--- src/rtl/mem_pkg.sv ---
// Shared definitions for the memory responder and the CPU-side initiator:
// default widths, latency counter width and the responder state encoding.
package mem_pkg;

    localparam int ADDR_W_DEF = 8;
    localparam int DATA_W_DEF = 16;
    localparam int CNT_W      = 4;

    // Fixed encodings keep the debug state output stable across tool versions.
    localparam logic [1:0] ST_IDLE = 2'd0;
    localparam logic [1:0] ST_WAIT = 2'd1;
    localparam logic [1:0] ST_RESP = 2'd2;

    typedef enum logic [1:0] {
        IDLE = ST_IDLE,
        WAIT = ST_WAIT,
        RESP = ST_RESP
    } state_e;

endpackage

--- src/rtl/mem_array.sv ---
// Single-port word storage: synchronous write, asynchronous read-first view,
// no reset so contents survive a responder reset.
module mem_array #(
    parameter int ADDR_W = 8,
    parameter int DATA_W = 16
) (
    input  logic              clk_i,
    input  logic              we_i,
    input  logic [ADDR_W-1:0] addr_i,
    input  logic [DATA_W-1:0] wdata_i,
    output logic [DATA_W-1:0] rdata_o
);

    logic [DATA_W-1:0] mem_q [2**ADDR_W];

    // The read path sees the word as it was before any write on this edge.
    assign rdata_o = mem_q[addr_i];

    always_ff @(posedge clk_i) begin
        if (we_i) begin
            mem_q[addr_i] <= wdata_i;
        end
    end

endmodule

--- src/rtl/mem_responder.sv ---
// Fixed-latency memory responder: accepts one request at a time, answers
// LATENCY cycles later and holds the response until the initiator takes it.
module mem_responder
    import mem_pkg::*;
#(
    parameter int ADDR_W  = ADDR_W_DEF,
    parameter int DATA_W  = DATA_W_DEF,
    parameter int LATENCY = 2
) (
    input  logic              clka,
    input  logic              rst,
    input  logic              req_valid,
    output logic              req_ready,
    input  logic              req_we,
    input  logic [ADDR_W-1:0] req_addr,
    input  logic [DATA_W-1:0] req_wdata,
    output logic              rsp_valid,
    input  logic              rsp_ready,
    output logic [DATA_W-1:0] rsp_data,
    output logic              rsp_we,
    output state_e            state_o
);

    // Handshakes: a transfer happens on a rising edge where valid and ready
    // are both 1; ready/valid outputs are pure functions of registered state.
    state_e             state_q, state_d;
    logic [CNT_W-1:0]   cnt_q, cnt_d;
    logic [DATA_W-1:0]  rsp_data_q, rsp_data_d;
    logic               rsp_we_q, rsp_we_d;
    logic [DATA_W-1:0]  rdata;
    logic               accept;

    assign accept = req_valid && (state_q == IDLE) && !rst;

    mem_array #(
        .ADDR_W (ADDR_W),
        .DATA_W (DATA_W)
    ) u_mem_array (
        .clk_i   (clka),
        .we_i    (accept && req_we),
        .addr_i  (req_addr),
        .wdata_i (req_wdata),
        .rdata_o (rdata)
    );

    always_comb begin
        state_d    = state_q;
        cnt_d      = cnt_q;
        rsp_data_d = rsp_data_q;
        rsp_we_d   = rsp_we_q;
        case (state_q)
            IDLE: begin
                if (accept) begin
                    // Capture the pre-write word now; later writes cannot disturb it.
                    rsp_data_d = rdata;
                    rsp_we_d   = req_we;
                    if (LATENCY == 1) begin
                        state_d = RESP;
                    end else begin
                        state_d = WAIT;
                        cnt_d   = CNT_W'(LATENCY - 1);
                    end
                end
            end
            WAIT: begin
                cnt_d = cnt_q - 1'b1;
                if (cnt_d == '0) begin
                    state_d = RESP;
                end
            end
            RESP: begin
                if (rsp_ready) begin
                    state_d = IDLE;
                end
            end
            default: begin
                state_d = IDLE;
            end
        endcase
    end

    always_ff @(posedge clka) begin
        if (rst) begin
            state_q    <= IDLE;
            cnt_q      <= '0;
            rsp_data_q <= '0;
            rsp_we_q   <= 1'b0;
        end else begin
            state_q    <= state_d;
            cnt_q      <= cnt_d;
            rsp_data_q <= rsp_data_d;
            rsp_we_q   <= rsp_we_d;
        end
    end

    assign req_ready = (state_q == IDLE);
    assign rsp_valid = (state_q == RESP);
    assign rsp_data  = rsp_data_q;
    assign rsp_we    = rsp_we_q;
    assign state_o   = state_q;

endmodule

--- config.mk ---
export PLATFORM = sky130hd
export DESIGN_NAME = mem_responder
export DESIGN_NICKNAME = d
export VERILOG_FILES = /design/src/rtl/mem_pkg.sv /design/src/rtl/mem_array.sv /design/src/rtl/mem_responder.sv
export SDC_FILE = /design/constraint.sdc
export NUM_CORES = 2
export LEC_CHECK = 0
export BUFFER_PORTS_ARGS = -buffer_cell sky130_fd_sc_hd__buf_2
export CAP_MARGIN = 20
export CORE_AREA = 2 2 585 587
export CTS_BUF_LIST = sky130_fd_sc_hd__clkbuf_4 sky130_fd_sc_hd__clkbuf_8 sky130_fd_sc_hd__clkbuf_16
export DETAILED_ROUTE_END_ITERATION = 10
export DIE_AREA = 0 0 587 589
export HOLD_SLACK_MARGIN = 0.12
export PLACE_DENSITY_LB_ADDON = 0.25
export SLEW_MARGIN = 20
export SYNTH_ARGS = -nofsm -noshare
export SYNTH_HDL_FRONTEND = slang
export SYNTH_SLANG_ARGS = --single-unit
--- constraint.sdc ---
create_clock -name clka -period 3 [get_ports clka]
set_input_delay 0.3 -clock clka [delete_from_list [all_inputs] [get_ports clka]]
set_output_delay 0.3 -clock clka [all_outputs]
set_load 0.02 [all_outputs]
After elaboration in Yosys (flattened, before gate mapping):

Memories as Yosys holds them, arrays and structs flattened. A register that Yosys moved wholly into a read port is not among the register bits.
Cells that the tools add are included.

* $add $sub $neg: 1
* multipliers: 0
* divide/modulo/power cells: 0
* order comparisons: 0
* eq/ne operators: 5
* shift-type cells: 0
* muxes and demuxes: 8
* bitwise operators: 0
* reductions and logical operators: 10

Operator list (number)
* $pmux 4 s2: 1
* $mux 2: 3
* $pmux 2 s3: 1
* $logic_not 4->1: 1
* $mux 4: 1
* $ne 2x1->1 const B: 2
* $reduce_and 2->1: 2
* $sub 4x1->4 const B: 1
* $logic_and 1x1->1: 3
* $reduce_and 3->1: 1
* $eq 2x1->1 const B: 1
* $eq 2x2->1 const B: 1
* $logic_not 2->1: 1
* $mux 1: 2
* $ne 2x2->1 const B: 1
* $reduce_bool 2->1: 1
* $logic_not 1->1: 1

* register bits: 7
* bits in latches: 0
* memory bits (writable): 4096
* ROM bits: 0
* input bits: 29
* output and inout port bits: 21
* word-level logic and storage cells: 28
* memories kept: 1

Memory list
* u_mem_array.mem_q: words 256, bits a word 16, read ports 1, clocked after Yosys merged registers in 1, wr ports 1, RTL line mem_array.sv:14 `logic [DATA_W-1:0] mem_q [2**ADDR_W];`

Longest topological paths before layout:

* depth after elaboration: 6
* depth in mapped cells: 14

By module:

From an unflattened synthesis, not the netlist that was laid out.

* cell total of the unflattened synthesis: 6791
* area, all modules: 155964.6 um2

Modules (own cells, without submodules)
* mem_array: times used 1, cells an instance 6711, area each 155078.7 um2, seq. area each 122998.0 um2
* mem_responder: times used 1, cells an instance 80, area each 885.8 um2, seq. area each 460.4 um2

Worst setup path before layout:

Ideal clock, no wire load.

* path type: input -> register
* start: input req_addr[0]
* end: memory u_mem_array.mem_q[169][0], enable pin
* setup time: 0.388 ns
* data arrival time: 2.761 ns
* required time: 2.612 ns
* path slack: -0.150 ns
* stages on the path: 12
* path buffers: 8
* path through: buf_6 buf_12 buf_6 buf_6 buf_6 inv_4 buf_6 buf_2 nor2_1 nand2_1 buf_2 nor2_1

RTL lines
* start, declared: RTL line mem_responder.sv:15 `input logic [ADDR_W-1:0] req_addr,`
* end, declared: RTL line mem_array.sv:14

Straight into the memory's write port.

==> out/qor.csv <==
stage;metric;value;unit
worst_setup_path;Worst EP arrival;3.90;ns
timing;Slew Limit Fails;0;
power;leakage;62.2;nW
synth;count leader, synth;edfxtp_1;
outcome;failing checks;negative setup slack;
clocking;H-tree Lvls;5;
placement;GP Congestion;0.955;
outcome;status;finished, violations left;
synth;cells after synthesis;7481;
floorplan;Die ar.;346000;um2
global_routing;vias in the first global route;82900;
layout;fin nets;8699;
synth;Post-synth ARST share;0;%
layout;Finished Cell Area;190000;um2
clocking;clk_lat worst skew;0.99;ns
placement;post-DP HPWL;296000;um
worst_setup_path;CP startpoint kind;flop;
synth;Synth area leader;edfxtp_1;
timing;f_max;329;MHz
floorplan;Ports;50;
timing;final worst slack;-0.0367;ns
timing;fin crit share;101;%
clocking;Clock Pin Slew Worst Setup and Hold Paths;0.06;ns
worst_setup_path;Slowest cell on crit path;a41oi_1;
detailed_routing;Vias per Instance;6.18;
worst_setup_path;critical path cell sequence;mux4_2 > mux2i_1 > o22ai_1 > nor3_1 > a41oi_1 > buf_4 > a21oi_1 > buf_4 > a311oi_1;
floorplan;# rows;214;
timing;Slew @ Worst Pin;1.08;ns
placement;placed instance area;176000;um2
synth;Synth area leaders;edfxtp_1, mux4_2, mux2i_1;
floorplan;Die W;587;um
global_routing;antenna violations before repair;27;
detailed_routing;detailed-route wire length;458000;um
layout;post-route insts no fill;13600;
global_routing;first-pass GRT wire length;641000;um
detailed_routing;DR iter-0 viols;11200;
synth;count of state elements after synthesis;4119;
timing;RSZ-0062 raised after global routing;false;
worst_setup_path;CP Class;flop to flop;
synth;syn nets;7512;
layout;fill cell count;25100;
synth;share of the synthesized area in the top cell type;77.5;%
worst_setup_path;critical path data required time;3.86;ns
detailed_routing;via count;83900;
global_routing;gr usage total;26.2;%
worst_setup_path;Crit. End Element;flop;
detailed_routing;Detail Route Antenna Nets;0;
timing;Final Hold Fails;0;
synth;Ys Warns;0;
synth;ys flop type;edfxtp_1;
synth;EDFF count, synth;4096;
detailed_routing;DRC;0;
clocking;Max clock buf depth;4;
floorplan;Starting Density;46.8;%
floorplan;chip height;589;um
layout;fraction of layout cells with a size suffix above 1;30.1;%
timing;Period minus WS final;3.04;ns
clocking;Post-CTS Setup Repair Bufs;0;
power;Tot Pwr;0.122;W
synth;Avg Cell Area, Syn;21.2;um2
worst_setup_path;CP dominant cell by count;buf_4;
clocking;clk sink count;4119;
timing;clk_skew;0.0740;ns
clocking;TritonCTS clock tree;yes;
global_routing;grt ovf;0;
worst_setup_path;Largest stage delay, worst path;0.50;ns
power;Max IR drop VDD;541;uV
clocking;CTS buffer count;416;
clocking;root buffer cell;clkbuf_16;
timing;setup TNS;-0.0367;ns
floorplan;Core ar.;339000;um2
power;Pwr per Cell Area;643;nW/um2
synth;Cell Area, Synth;159000;um2
placement;port bufs;49;
placement;Placed Cells;12800;
synth;register area share after synthesis;77.8;%
timing;final setup fails;1;
layout;synth-to-layout area growth;19.7;%
run;Max-Cap Viols;0;
timing;Max transition margin;27.8;%
global_routing;largest net degree at the start of global routing;106;
detailed_routing;drt pass-1 iters;6;
synth;synth cell count leaders;edfxtp_1, mux4_2, mux2i_1;
detailed_routing;WL/cell;33.8;um
synth;synth unique cells;72;
worst_setup_path;worst-path maximum fanout;1;
min_path;Hold WC Path Type;primary input to flop;
timing repair:
item | CTS | global route
resized for setup | 3 | 4
hold endpoints to repair | 2006 | 0
setup endpoints to repair | 3 | 19
hold buffers | 22 | 0
cells by family (layout without fill, tap and decap cells):
group           count (synthesis)  in the layout  share of synthesized area, %
simple gates                  719            719                          2.02
flops                        4119           4119                          77.8
buf+inv                       446           1991                          1.68
xor+xnor                        1              1                       0.00552
other cells                     0             12                             0
fa+ha+maj                       2              2                        0.0158
compound gates                779            779                          3.49
mux                          1415           1415                          15.0
placed cells by master, fill, tap and decap left out, drive strengths merged, types with 20 or more instances in the layout:
cell | synthesis | final
nand3 | 83 | 83
bufinv | 0 | 35
dlygate4sd3 | 0 | 22
clkbuf | 131 | 523
nor2 | 327 | 327
a211oi | 47 | 47
nand4 | 39 | 39
a31oi | 42 | 42
o22ai | 62 | 62
a21oi | 94 | 94
inv | 7 | 21
edfxtp | 4096 | 4096
buf | 308 | 1182
a22oi | 257 | 257
mux2i | 624 | 624
nor2b | 31 | 31
a221oi | 57 | 57
a22o | 50 | 50
mux2 | 21 | 21
and3 | 25 | 25
clkinv | 0 | 189
dfxtp | 23 | 23
nand2 | 152 | 152
mux4 | 770 | 770
nor3 | 20 | 20
o21ai | 77 | 77
report_power, final:
group / leakage [nW] / internal, W / switching (W) / total, W
registers: 37.0 / 0.0633 / 0.000123 / 0.0634
logic: 18.5 / 0.00263 / 0.00436 / 0.00699
clock network: 6.80 / 0.0298 / 0.0219 / 0.0517
total: 62.2 / 0.0958 / 0.0264 / 0.122
sequential cells by signal, indices dropped and copies added, names as in the netlist:
register           cells
u_mem_array.mem_q   4096
rsp_data              16
cnt_q                  4
state_o                2
rsp_we                 1
routing by layer:
layer	track usage (%)	vias up	wire length, um
met5	0	-	215
met4	10.8	8	21100
met3	5.33	747	44000
met2	40.4	4542	212000
met1	36.7	44700	181000
li1	-	33900	-
stage by stage:
step / hold WS, ns / setup WS (ns) / utilization (%)
finish: 0.311 / -0.0367 / 56.0
global route: 0.236 / 0.0144 / 56.0
CTS: 0.158 / 0.00131 / 56.0
detailed placement: 0.461 / -1.14 / 51.9
global placement: 0.453 / -1.54 / 51.9
floorplan: 0.390 / -0.150 / -
cell type report:
cell class              instances  area, um2  area share, %
repair buffers               1208      14300           7.50
multi-input cells            2916      32800           17.3
flip-flops and latches       4119     123000           65.0
diodes                         12       30.0         0.0158
clock inverters               257       2370           1.25
well taps                    4536       5680           2.99
inverters                       7       28.8         0.0151
clock buffers                 519      11300           5.96
worst max-delay path, delay by kind of cell, from the launching register on:
| family | cells | cell delay [ns] |
|---|---|---|
| AO/OA/AOI/OAI | 4 | 0.91 |
| multiplexers | 2 | 0.81 |
| buffers and inverters | 2 | 0.44 |
| AND/OR/NAND/NOR | 1 | 0.41 |
| flip-flops | 1 | 0.37 |
final timing paths:
path	start	end	slack, ns	cells after the start
worst max-delay path	u_mem_array.mem_q[24][13]	rsp_data[13]	-0.04	9
worst min-delay path	req_addr[2]	rsp_data[9]	0.31	4
worst max register to register	u_mem_array.mem_q[24][13]	rsp_data[13]	-0.04	9
worst min register to register	rsp_we	rsp_we	0.46	2
(Power assumes the default switching activity.)
